[src/rtl/cb_updown_count_reg.sv]
// Up/down counter register stage with load, cascade carry, terminal count, wrap/saturate policy and sticky OVF.
// Latency: Q/OVF update one CK edge after a load or count; TC and CO are combinational from Q/CI/CON/CE/LOAD.
// Backpressure: no handshake; CE=0 freezes Q/OVF and forces CO low. Optional macro CB_COUNT_LIMIT_EN adds LIMIT.
module cb_updown_count_reg #(
    parameter int unsigned      WIDTH     = 8,
    parameter bit               SATURATE  = 1'b0,
    parameter logic [WIDTH-1:0] RESET_VAL = '0
) (
    input  logic             CK,
    input  logic             CD,
    input  logic             CE,
    input  logic             LOAD,
    input  logic [WIDTH-1:0] D,
    input  logic             CI,
    input  logic             CON,
`ifdef CB_COUNT_LIMIT_EN
    input  logic [WIDTH-1:0] LIMIT,
`endif
    output logic [WIDTH-1:0] Q,
    output logic             CO,
    output logic             TC,
    output logic             OVF
);

    logic [WIDTH-1:0] up_bound;
    logic             at_top;
    logic             at_bottom;
    logic [WIDTH-1:0] q_next;
    logic             ovf_next;

`ifdef CB_COUNT_LIMIT_EN
    assign up_bound = LIMIT;
`else
    assign up_bound = '1;
`endif

    // A value loaded above LIMIT never matches at_top, so it runs on to all-ones and wraps silently.
    assign at_top    = (Q == up_bound);
    assign at_bottom = (Q == '0);

    assign TC = CI & ((CON & at_top) | (~CON & at_bottom));
    assign CO = TC & CE & ~LOAD;

    always_comb begin
        q_next   = Q;
        ovf_next = OVF;
        if (LOAD) begin
            q_next   = D;
            ovf_next = 1'b0;
        end else if (CI) begin
            if (TC) begin
                ovf_next = 1'b1;
                if (!SATURATE) begin
                    q_next = CON ? '0 : up_bound;
                end
            end else begin
                q_next = CON ? (Q + WIDTH'(1)) : (Q - WIDTH'(1));
            end
        end
    end

    always_ff @(posedge CK) begin
        if (CD) begin
            Q   <= RESET_VAL;
            OVF <= 1'b0;
        end else if (CE) begin
            Q   <= q_next;
            OVF <= ovf_next;
        end
    end

endmodule

[config.mk]
export PLATFORM = sky130hd
export DESIGN_NAME = cb_updown_count_reg
export DESIGN_NICKNAME = d
export VERILOG_FILES = /design/src/rtl/cb_updown_count_reg.sv
export SDC_FILE = /design/constraint.sdc
export NUM_CORES = 1
export LEC_CHECK = 0
export CORE_MARGIN = 2
export CORE_UTILIZATION = 45
export DETAILED_ROUTE_END_ITERATION = 8
export GPL_TIMING_DRIVEN = 0
export PLACE_DENSITY = 0.83
export SLEW_MARGIN = 15
export SYNTH_ARGS = -nofsm -noshare
export SYNTH_HDL_FRONTEND = slang
export SYNTH_SLANG_ARGS = --single-unit
[constraint.sdc]
create_clock -name CK -period 2.2 [get_ports CK]
set_input_delay 0.44 -clock CK [delete_from_list [all_inputs] [get_ports CK]]
set_output_delay 0.44 -clock CK [all_outputs]
set_load 0.01 [all_outputs]
After elaboration in Yosys (flattened, before gate mapping). Cells that the tools add are included.

Bits in registers: 9. Input bits: 14. Output and inout port bits: 11. Word-level logic and storage cells: 26.

$add $sub $neg: 2. Eq/ne operators: 1. Muxes and demuxes: 8. Bitwise gates (word level): 8. Reduce and logical (&&, ||, !) cells: 5.

Operators by type and width (count): 2-to-1 mux 8 bit (5); adder 8 x 1 -> 8 bit, second input constant (1); == test 8 bit, second input constant (1); zero test 8 bit (1); subtractor 8 x 1 -> 8 bit, second input constant (1); bitwise AND 1 bit (5); nonzero test 2 bit (2); 2-to-1 mux 1 bit (3); AND reduction 3 bit (1); NOT 1 bit (2); AND reduction 2 bit (1); OR 1 bit (1).

Depth between registers and ports, before layout. Gate-level depths: netlist (run 1).

Depth after elaboration: 7. Mapped depth: 8.

Worst setup path after synthesis (run 1). No wires, ideal clock.

Path type: input-to-reg. From: input port CON. To: register Q[6]. Setup time: 133 ps. Data arrival time: 1787 ps. Required time: 2067 ps. Path slack: 280 ps. Stages: 8. Buffers on the path: 0. Path through: inv_2 fa_1 a21o_1 a221o_1 a21oi_1 xnor2_1 a21oi_1 nor3_1.

Word-level cells in the longest chain between the ends: 7.

Ends and longest elaborated chain: start: declaration (line 15) `input logic CON,`; NOT 1 bit (line 41) `assign TC = CI & ((CON & at_top) | (~CON & at_bottom));`; bitwise AND 1 bit (line 41); OR 1 bit (line 41); bitwise AND 1 bit (line 41); 2-to-1 mux 8 bit (*) (line 51) `if (TC) begin`; 2-to-1 mux 8 bit (*) (line 50) `end else if (CI) begin`; 2-to-1 mux 8 bit (*) (line 47) `if (LOAD) begin`; end signal: assignment (line 67) `Q <= q_next;`; end: declaration (line 19) `output logic [WIDTH-1:0] Q,`.

Every way passes the cells marked *; elsewhere a longest branch is shown, timed or not. The select of a mux whose other input is x is not followed. A chain may end at the register's enable or synchronous reset.

Final worst setup path (run 1).
From: register Q[5]. To: output port CO.

Word-level cells in the longest chain between the ends: 6.

Ends and longest elaborated chain: == test 8 bit or zero test 8 bit (tied branches) (line 38, 39); bitwise AND 1 bit (line 41); OR 1 bit (*) (line 41); bitwise AND 1 bit (*) (line 41); bitwise AND 1 bit (*) (2 in a row) (line 42) `assign CO = TC & CE & ~LOAD;`; end: declaration (line 20) `output logic CO,`.

Every way passes the cells marked *; elsewhere a longest branch is shown, timed or not.

==> summary.md, run 1 <==
| Metric | Value |
|---|---|
| Run status | `completed` |
| Maximum vdd drop | `0.000369 V` |
| Main combinational cell family by area after synthesis | `simple AND/OR/NAND/NOR gates` |
| Area Growth Syn to Fin | `50.7%` |
| Compound-Gate Fraction of Synth Area | `0.265` |
| Hold Crit Class | `reg2reg` |
| Die area | `2040 µm²` |
| Mux cell area share after synthesis | `0` |
| Final setup violation count | `0` |
| Cell taking the most area after synthesis | `dfxtp_1` |
| Post-Syn Nets | `approximately 120` |
| Antenna violations before repair | `0` |
| Seq cells post-synth | `9` |
| Clock Path Buffers | `2` |
| Synth Area in Simple Gates | `0.273` |
| Initial Util | `0.496` |
| Die Ht | `~45 µm` |
| Global-route wire length before repair | `between 3000 and 4000 µm` |
| Final Cycle Share | `0.974` |
| Area fraction of the dominant cell type after synthesis | `0.236` |
| Final Instance Area | `between 1000 and 1500 µm²` |
| Cell total after placement | `around 140` |
| CTS tree | `yes` |
| Slew @ Worst Pin | `roughly 0.49 ns` |
| GRT Total Usage | `0.253` |
| Crit path kind | `reg2out` |
| Worst setup margin | `0.0577 ns` |
| Layout Skew | `roughly 0.0078 ns` |
| Crit-path max cell delay | `around 0.39 ns` |
| Tmin final | `2.14 ns` |
| Adder-Cell Fraction of Synth Area | `0.124` |
| Pwr dens | `around 510 nW/µm²` |
| Detailed-route via count | `~890` |
| Synth top area cells | `dfxtp_1 24%, a21oi_1 9.8%, ha_1 9.8%` |
| Reg area | `208 µm²` |
| DP Worst Slack | `-0.666 ns` |
| Final HPWL DP | `about 1600 µm` |
| Sequential share of the synthesized area | `0.236` |
| Cell Chain, Critical Path | `nand4_1 -> or3_4 -> and2_4 -> inv_6 -> nand2_1 -> nor2_1 -> buf_2` |
| # IOs | `25` |
| LEAKAGE | `0.450 nW` |
| Worst EP required | `between 1.5 and 2 ns` |
| Vias in the first global route | `slightly above 800` |
| Post-Synth XOR/XNOR Area | `0.0687` |
| Total grt overflow | `0` |
| Clock transition at path regs | `0.08 ns` |
| CTS Buf Count | `3` |
| Initial DRC Count | `19` |
| Hold buffer count at cts | `0` |
| Final Core Density | `0.748` |
| Max-slew violations | `0` |
| Drt drc | `0` |
| CTS Root Cell | `clkbuf_4` |
| Post-Layout Cell Count | `148` |
| Number of port buffers | `21` |
| Critical Path Start Type | `flip-flop` |
| Clk sinks | `9` |
| Chip width | `45.2 µm` |
| Final WL | `between 2000 and 2500 µm` |
| Area taken by multi-input logic gates | `roughly 600 µm²` |
| Synth cell types | `29` |
| WL/cell | `15.9 µm` |
| Pre-Repair DR Iteration Count | `4` |
| Unrepaired setup endpoints after global routing | `yes` |
| Slew HR | `0.671` |
| Max Freq | `0.467 GHz` |
| Site Rows | `14` |
| Ys Warns | `0` |
| Final hold violation count | `0` |
| Core area | `1540 µm²` |
| H-tree level count | `1` |
| Area of placed instances | `roughly 990 µm²` |
| Gp weighted congestion | `approximately 0.90` |
| Routed Antenna Nets | `0` |
| Filler Cell Count | `109` |
| Largest net degree at the start of global routing | `11` |
| Max_cap viols | `0` |
| Slowest cell on the critical path | `dfxtp_4` |
| Crit end category | `primary output` |
| Syn_area_per_cell | `a little under 8 µm²` |
| Worst-skew pair later-pin latency | `about 0.28 ns` |
| Syn Inst Count | `98` |
| ANT cells | `0` |
| Nets | `between 150 and 200` |
| Mapped Area | `around 760 µm²` |
| Layout cells sized above 1 | `0.258` |
| Crit path DAT | `roughly 1.7 ns` |
| Maximum fanout along the worst path | `6` |
| Vias/cell | `approximately 6.0` |
==> logic make-up after synthesis <==
family                     count (synthesis)
and+or+nand+nor                           38
adders and majority gates                  7
xor gates and xnor gates                   6
AOI/OAI and AO/OA                         32
buffers and inverters                      6
DFF                                        9
==> area by class of cell <==
class | instances | area share
Buffer | 4 | 0.0130
Clock buffer | 4 | 0.0228
Inverter | 2 | 0.0109
Multi-Input combinational cell | 83 | 0.519
Sequential cell | 9 | 0.180
Tap cell | 16 | 0.0174
Timing Repair Buffer | 30 | 0.237
==> flip-flops by register name, indices dropped and copies added (netlist names) <==
signal / count
OVF: 1
Q: 8
==> worst paths after layout <==
check	startpoint	end	slack [ns]	depth (start not counted)
worst max register to register	Q[0]	Q[6]	0.09	8
worst min register to register	Q[1]	Q[1]	0.54	2
worst min-delay path	Q[1]	Q[1]	0.54	2
worst max-delay path	Q[5]	CO	0.06	7
==> placed cells by master, fill, tap and decap left out, drive strengths merged, types with 4 or more instances in the layout <==
cell type	count
clkbuf	7
a21oi	15
nand3b	4
clkdlybuf4s50	17
nor2	6
nor3	8
o21ai	7
dfxtp	9
nand2	8
buf	11
a211oi	6
and2	4
ha	6
==> critical path: cells and delay by family (launching register included) <==
kind,cells,cell delay (ns)
simple gates,5,0.83
buf+inv,2,0.21
flops,1,0.39
==> cells in the mapped netlist <==
library cell / n
or3_1: 1
dfxtp_1: 9
a221o_1: 1
fa_1: 1
nand3_1: 2
xnor2_1: 3
a21oi_1: 15
o21a_1: 2
nand4_1: 2
and2_4: 1
ha_1: 6
nor2_1: 6
nor3_2: 1
a211oi_2: 3
inv_4: 1
xor2_1: 3
inv_2: 1
buf_1: 1
nand4_2: 1
nand3b_1: 4
a21o_1: 1
nand2_1: 8
o21ai_0: 6
a211oi_1: 3
o21ai_1: 1
and2_1: 3
nor3_1: 7
clkbuf_1: 3
nor4_1: 2
==> per-stage QoR <==
step                power [mW]  TNS, ns  hold slack, ns
finish                   0.591        0           0.536
global route             0.622  -0.0125           0.565
CTS                      0.556        0           0.547
detailed placement       0.409    -2.78           0.542
global placement         0.403    -2.68           0.526
floorplan                0.332        0           0.552
==> timing repair <==
item	in CTS	in global routing
setup buffers	2	7
setup endpoints to repair	7	2
pin swaps	2	2
resized for setup	29	3
==> where the power goes <==
group	internal [mW]	total (mW)	switching [mW]	leakage, nW
clock network	0.0705	0.144	0.0740	0.0150
logic	0.127	0.249	0.122	0.356
registers	0.176	0.198	0.0215	0.0791
total	0.374	0.591	0.217	0.450
==> routing by layer <==
layer | global-route usage | routed length [µm] | vias to the layer above
met3 | 0.0240 | 104 | 5
met5 | 0 | 0 | -
li1 | - | - | 432
met2 | 0.426 | 1140 | 31
met1 | 0.320 | 1060 | 423
met4 | 0.124 | 45 | 0
(Power assumes the default switching activity.)
==> inputs of run 2 (changes only) <==
--- a/config.mk
+++ b/config.mk
@@ -10,6 +10,7 @@
 export DETAILED_ROUTE_END_ITERATION = 8
 export GPL_TIMING_DRIVEN = 0
 export PLACE_DENSITY = 0.83
+export SETUP_SLACK_MARGIN = 0.05
 export SLEW_MARGIN = 15
 export SYNTH_ARGS = -nofsm -noshare
 export SYNTH_HDL_FRONTEND = slang
==> constraint.sdc (replaced) <==
create_clock -name CK -period 2 [get_ports CK]
set_input_delay 0.4 -clock CK [delete_from_list [all_inputs] [get_ports CK]]
set_output_delay 0.4 -clock CK [all_outputs]
set_load 0.01 [all_outputs]
==> run 2 against run 1 <==
The flow now finishes with violations (setup timing). Sequential share of layout area is 1.1 points lower. Utilization is 5.0 points higher. Clock power is 8% higher. First-iteration DRC count is 16% higher. Register-to-register slack worse by 0.05 ns. Combinational power is 22% higher. Cell count is 3.4% higher. Wire length is 11% higher. Design area is 6.7% higher. Die area stayed put. Sequential power is 10% higher.
==> summary.md, run 2 (synthesis results as in run 1) <==
| Metric | Value |
|---|---|
| Crit end category | `primary output` |
| Layout Skew | `between 0.0003 and 0.0004 ns` |
| CTS tree | `yes` |
| Number of port buffers | `21` |
| Worst EP required | `1.60 ns` |
| Max Freq | `between 0.4 and 0.5 GHz` |
| Max FFs per register | `8` |
| CTS Root Cell | `clkbuf_4` |
| Vias in the first global route | `~890` |
| Detailed-route via count | `a little over 900` |
| Tmin final | `between 2 and 2.5 ns` |
| Initial Util | `0.496` |
| CTS Buf Count | `3` |
| Final setup violation count | `2` |
| Maximum vdd drop | `~0.00038 V` |
| Slew @ Worst Pin | `approximately 0.47 ns` |
| Largest net degree at the start of global routing | `11` |
| Final hold violation count | `0` |
| Final HPWL DP | `between 1500 and 2000 µm` |
| Maximum fanout along the worst path | `5` |
| Cell total after placement | `135` |
| Final WL | `about 2600 µm` |
| Max_cap viols | `0` |
| Critical Path Start Type | `flip-flop` |
| Commonest non-fill, non-tap cell in the layout | `clkdlybuf4s50_1` |
| Unrepaired setup endpoints after global routing | `yes` |
| Global-route wire length before repair | `approximately 4200 µm` |
| Clock Path Buffers | `2` |
| Max-slew violations | `0` |
| Commonest cells after routing, fill and taps aside | `17 x clkdlybuf4s50_1, 12 x a21oi_1, 12 x buf_4, 7 x dfxtp_4, 7 x nand2_1` |
| Drt drc | `0` |
| Worst-skew pair later-pin latency | `between 0.2 and 0.3 ns` |
| Total grt overflow | `0` |
| Antenna violations before repair | `0` |
| Pre-Repair DR Iteration Count | `4` |
| Run status | `complete, but fails checks` |
| LEAKAGE | `~0.48 nW` |
| Slew HR | `0.687` |
| Clk sinks | `9` |
| Die Ht | `around 45 µm` |
| Pwr dens | `approximately 550 nW/µm²` |
| Largest Register | `Q` |
| Hold Crit Class | `in2reg` |
| Filler Cell Count | `just under 100` |
| Crit path DAT | `between 1.5 and 2 ns` |
| Crit path kind | `reg2out` |
| Top Registers | `Q x8, OVF x1` |
| Routed Antenna Nets | `0` |
| Die area | `approximately 2000 µm²` |
| Chip width | `around 45 µm` |
| Core area | `~1500 µm²` |
| Initial DRC Count | `22` |
| GRT Total Usage | `0.295` |
| Clock transition at path regs | `about 0.070 ns` |
| Layout cells sized above 1 | `0.336` |
| Reg2Reg Depth | `8` |
| Hold buffer count at cts | `0` |
| Post-Layout Cell Count | `roughly 150` |
| Gp weighted congestion | `~0.90` |
| # IOs | `25` |
| Worst setup margin | `-0.0515 ns` |
| Worst hold margin | `approximately 0.54 ns` |
| H-tree level count | `1` |
| Post-route setup TNS | `-0.0971 ns` |
| Site Rows | `14` |
| Failing checks | `setup timing` |
| Nets | `159` |
| Area Growth Syn to Fin | `60.9%` |
| WL/cell | `between 15 and 20 µm` |
| ANT cells | `0` |
| Final Cycle Share | `1.03` |
| Vias/cell | `about 6.1` |
| Hold path cells | `2` |
[run 2: layout make-up]
type	instances	area, µm²	share of cell area
Tap cell	16	20.0	0.0163
Buffer	4	15.0	0.0122
Sequential cell	9	208	0.169
Clock buffer	4	26.3	0.0214
Timing Repair Buffer	35	318	0.258
Multi-Input combinational cell	83	631	0.513
Inverter	2	12.5	0.0102
[run 2: per-stage QoR]
step	cell area [µm²]	setup WS (ns)	utilization	total power, mW
2_1_floorplan	764	0.120	-	0.366
3_3_place_gp	995	-0.781	0.645	0.444
3_5_place_dp	995	-0.786	0.645	0.450
4_1_cts	1190	-0.00828	0.774	0.645
5_1_grt	1230	-0.129	0.798	0.711
6_report	1230	-0.0515	0.798	0.676
[run 2: path summary, 6_finish.rpt]
| path | start | to | slack, ns |
|---|---|---|---|
| hold / removal | CD | Q[0] | 0.54 |
| hold reg to reg | OVF | OVF | 0.55 |
| setup / recovery | Q[6] | CO | -0.05 |
| setup reg to reg | Q[1] | Q[6] | 0.04 |
[run 2: metal layers]
metal | routed length (µm) | vias up | track usage | share of wire
li1 | - | 446 | - | -
met1 | 1150 | 439 | 0.371 | 0.44
met2 | 1260 | 41 | 0.486 | 0.48
met3 | 116 | 9 | 0.0320 | 0.045
met4 | 81 | 0 | 0.165 | 0.031
met5 | 0 | - | 0 | 0
[run 2: report_power, final]
part | leakage [nW] | internal (mW) | total [mW] | switching [mW]
Clock | 0.0150 | 0.0775 | 0.155 | 0.0774
Combinational | 0.381 | 0.155 | 0.303 | 0.148
Sequential | 0.0791 | 0.194 | 0.218 | 0.0243
Total | 0.475 | 0.426 | 0.676 | 0.250
[run 2: critical path, cell delays in order (launching register included)]
cell and delay (ns):
dfxtp_2 0.40, nand4_1 0.12, or3_4 0.36, and2_4 0.16, inv_4 0.06, nand2_2 0.04
nor2_1 0.09, buf_2 0.13
[run 2: timing repair]
item / in CTS / in global routing
pin swaps: 10 / 2
resized for setup: 35 / 9
endpoints found under the setup margin: 7 / 7
setup buffers: 13 / 1
==> inputs of run 3 (changes only) <==
--- a/config.mk
+++ b/config.mk
@@ -15,3 +15,4 @@
 export SYNTH_ARGS = -nofsm -noshare
 export SYNTH_HDL_FRONTEND = slang
 export SYNTH_SLANG_ARGS = --single-unit
+export TNS_END_PERCENT = 5
==> run 3 against run 2 <==
The flow still finishes with violations (setup timing). Utilization is 2.8 points lower. First-iteration DRC count grew 4.5%. Design area is 3.5% lower. Via count is 0.11% higher. Cell count down 0.65%. Highest routed layer unchanged.
==> summary.md, run 3 (synthesis results as in run 1) <==
| Metric | Value |
|---|---|
| Post-route setup TNS | `-0.0777 ns` |
| Chip width | `~45 µm` |
| Gp weighted congestion | `around 0.90` |
| Largest Register | `Q` |
| # IOs | `25` |
| Cell Chain, Critical Path | `buf_4 -> nor4_4 -> nand4_2 -> and2_4 -> inv_4 -> nand2_2 -> nor2_1 -> buf_2` |
| Worst-skew pair later-pin latency | `0.27 ns` |
| Total grt overflow | `0` |
| Top Registers | `Q x8, OVF x1` |
| Pwr dens | `approximately 550 nW/µm²` |
| Layout Skew | `0.00519 ns` |
| Worst hold margin | `about 0.55 ns` |
| Global-route wire length before repair | `between 4000 and 5000 µm` |
| RR Endpoint | `Q[6]` |
| Critical Path Source | `Q[1]` |
| Core area | `between 1500 and 2000 µm²` |
| CTS Root Cell | `clkbuf_4` |
| Hold path cells | `2` |
| Nets | `158` |
| Routed Antenna Nets | `0` |
| Max Freq | `0.492 GHz` |
| Crit-path max cell delay | `between 0.3 and 0.4 ns` |
| Final HPWL DP | `1560 µm` |
| Site Rows | `14` |
| Maximum fanout along the worst path | `4` |
| Unrepaired setup endpoints after global routing | `yes` |
| Detailed-route via count | `about 940` |
| Die Ht | `between 40 and 50 µm` |
| Cell total after placement | `between 100 and 150` |
| CTS tree | `yes` |
| Slowest cell on the critical path | `dfxtp_4` |
| Slew @ Worst Pin | `roughly 0.48 ns` |
| Commonest non-fill, non-tap cell in the layout | `clkdlybuf4s50_1` |
| Crit end category | `primary output` |
| Clock transition at path regs | `around 0.070 ns` |
| Maximum vdd drop | `0.000380 V` |
| Post-Layout Cell Count | `152` |
| Delay-heaviest family, CP | `simple AND/OR/NAND/NOR gates` |
| Flop2flop setup slack | `-0.02 ns` |
| Layout cells sized above 1 | `0.294` |
| Filler Cell Count | `105` |
| Critical path depth in cells | `8` |
| Failing checks | `setup timing` |
| Initial DRC Count | `23` |
| ANT cells | `0` |
| RR Startpoint | `Q[1]` |
| Final hold violation count | `0` |
| H-tree level count | `1` |
| Tmin final | `about 2 ns` |
| Crit path DAT | `1.63 ns` |
| Crit path capture | `CO` |
| Commonest cells after routing, fill and taps aside | `17 x clkdlybuf4s50_1, 14 x a21oi_1, 13 x buf_4` |
| Worst setup margin | `-0.0330 ns` |
| Die area | `between 2000 and 2500 µm²` |
| Largest net degree at the start of global routing | `11` |
| Final WL | `2490 µm` |
| Max_cap viols | `0` |
| Drt drc | `0` |
| Antenna violations before repair | `0` |
| Worst EP required | `1.60 ns` |
| Clk sinks | `9` |
| GRT Total Usage | `0.290` |
| Clock Path Buffers | `2` |
| Hold Crit Class | `in2reg` |
| DP Worst Slack | `-0.786 ns` |
| Slew HR | `0.680` |
| LEAKAGE | `0.470 nW` |
| Critical Path Start Type | `flip-flop` |
| WL/cell | `around 16 µm` |
| Critical path buffer and inverter count | `3` |
| Reg2Reg Depth | `8` |
| Reg area | `between 200 and 250 µm²` |
| Pre-Repair DR Iteration Count | `4` |
| Area taken by multi-input logic gates | `roughly 600 µm²` |
| CTS Buf Count | `3` |
| Vias in the first global route | `a little under 900` |
| Area Growth Syn to Fin | `55.3%` |
| Crit path kind | `reg2out` |
| Final setup violation count | `3` |
| Run status | `complete, but fails checks` |
| Max-slew violations | `0` |
| Number of port buffers | `21` |
| Final Cycle Share | `1.02` |
| Initial Util | `0.496` |
| Vias/cell | `roughly 6.2` |
| Max FFs per register | `8` |
run 3: changes by cell type in the layout (fill, tap and decap cells not counted), sizes merged:
cell / delta
buf: -1
run 3: routing by layer:
layer	track usage	share of wire	vias up
met4	0.135	0.023	0
met2	0.491	0.48	59
li1	-	-	440
met5	0	0	-
met3	0.0400	0.059	7
met1	0.359	0.43	430
run 3: area by class of cell:
type	count	area share
Buffer	4	0.0126
Timing Repair Buffer	34	0.255
Tap cell	16	0.0169
Clock buffer	4	0.0221
Multi-Input combinational cell	83	0.508
Sequential cell	9	0.175
Inverter	2	0.0105
run 3: report_power, final:
| part | internal, mW | leakage, nW | switching (mW) |
|---|---|---|---|
| clock network | 0.0774 | 0.0150 | 0.0762 |
| registers | 0.194 | 0.0791 | 0.0216 |
| logic | 0.145 | 0.376 | 0.141 |
run 3: worst min-delay path by stage:
stage | to | slack [ns] | start
after floorplan | Q[1] | 0.55 | Q[1]
after global placement | OVF | 0.53 | OVF
after detailed placement | OVF | 0.54 | OVF
after CTS | Q[0] | 0.54 | CD
after global routing | OVF | 0.57 | OVF
final | Q[0] | 0.55 | CD
run 3: stage by stage:
step	cell area [µm²]	total power [mW]	utilization
after floorplan	764	0.366	-
after global placement	995	0.444	0.645
after detailed placement	995	0.450	0.645
after CTS	1180	0.642	0.769
after global routing	1190	0.695	0.770
final	1190	0.655	0.770
run 3: timing repair:
item | 4_1_cts | 5_1_grt
hold buffers | 0 | 0
setup endpoints to repair | 7 | 7
resized for setup | 33 | 1
pin swaps | 7 | 0
buffers inserted | 13 | 0
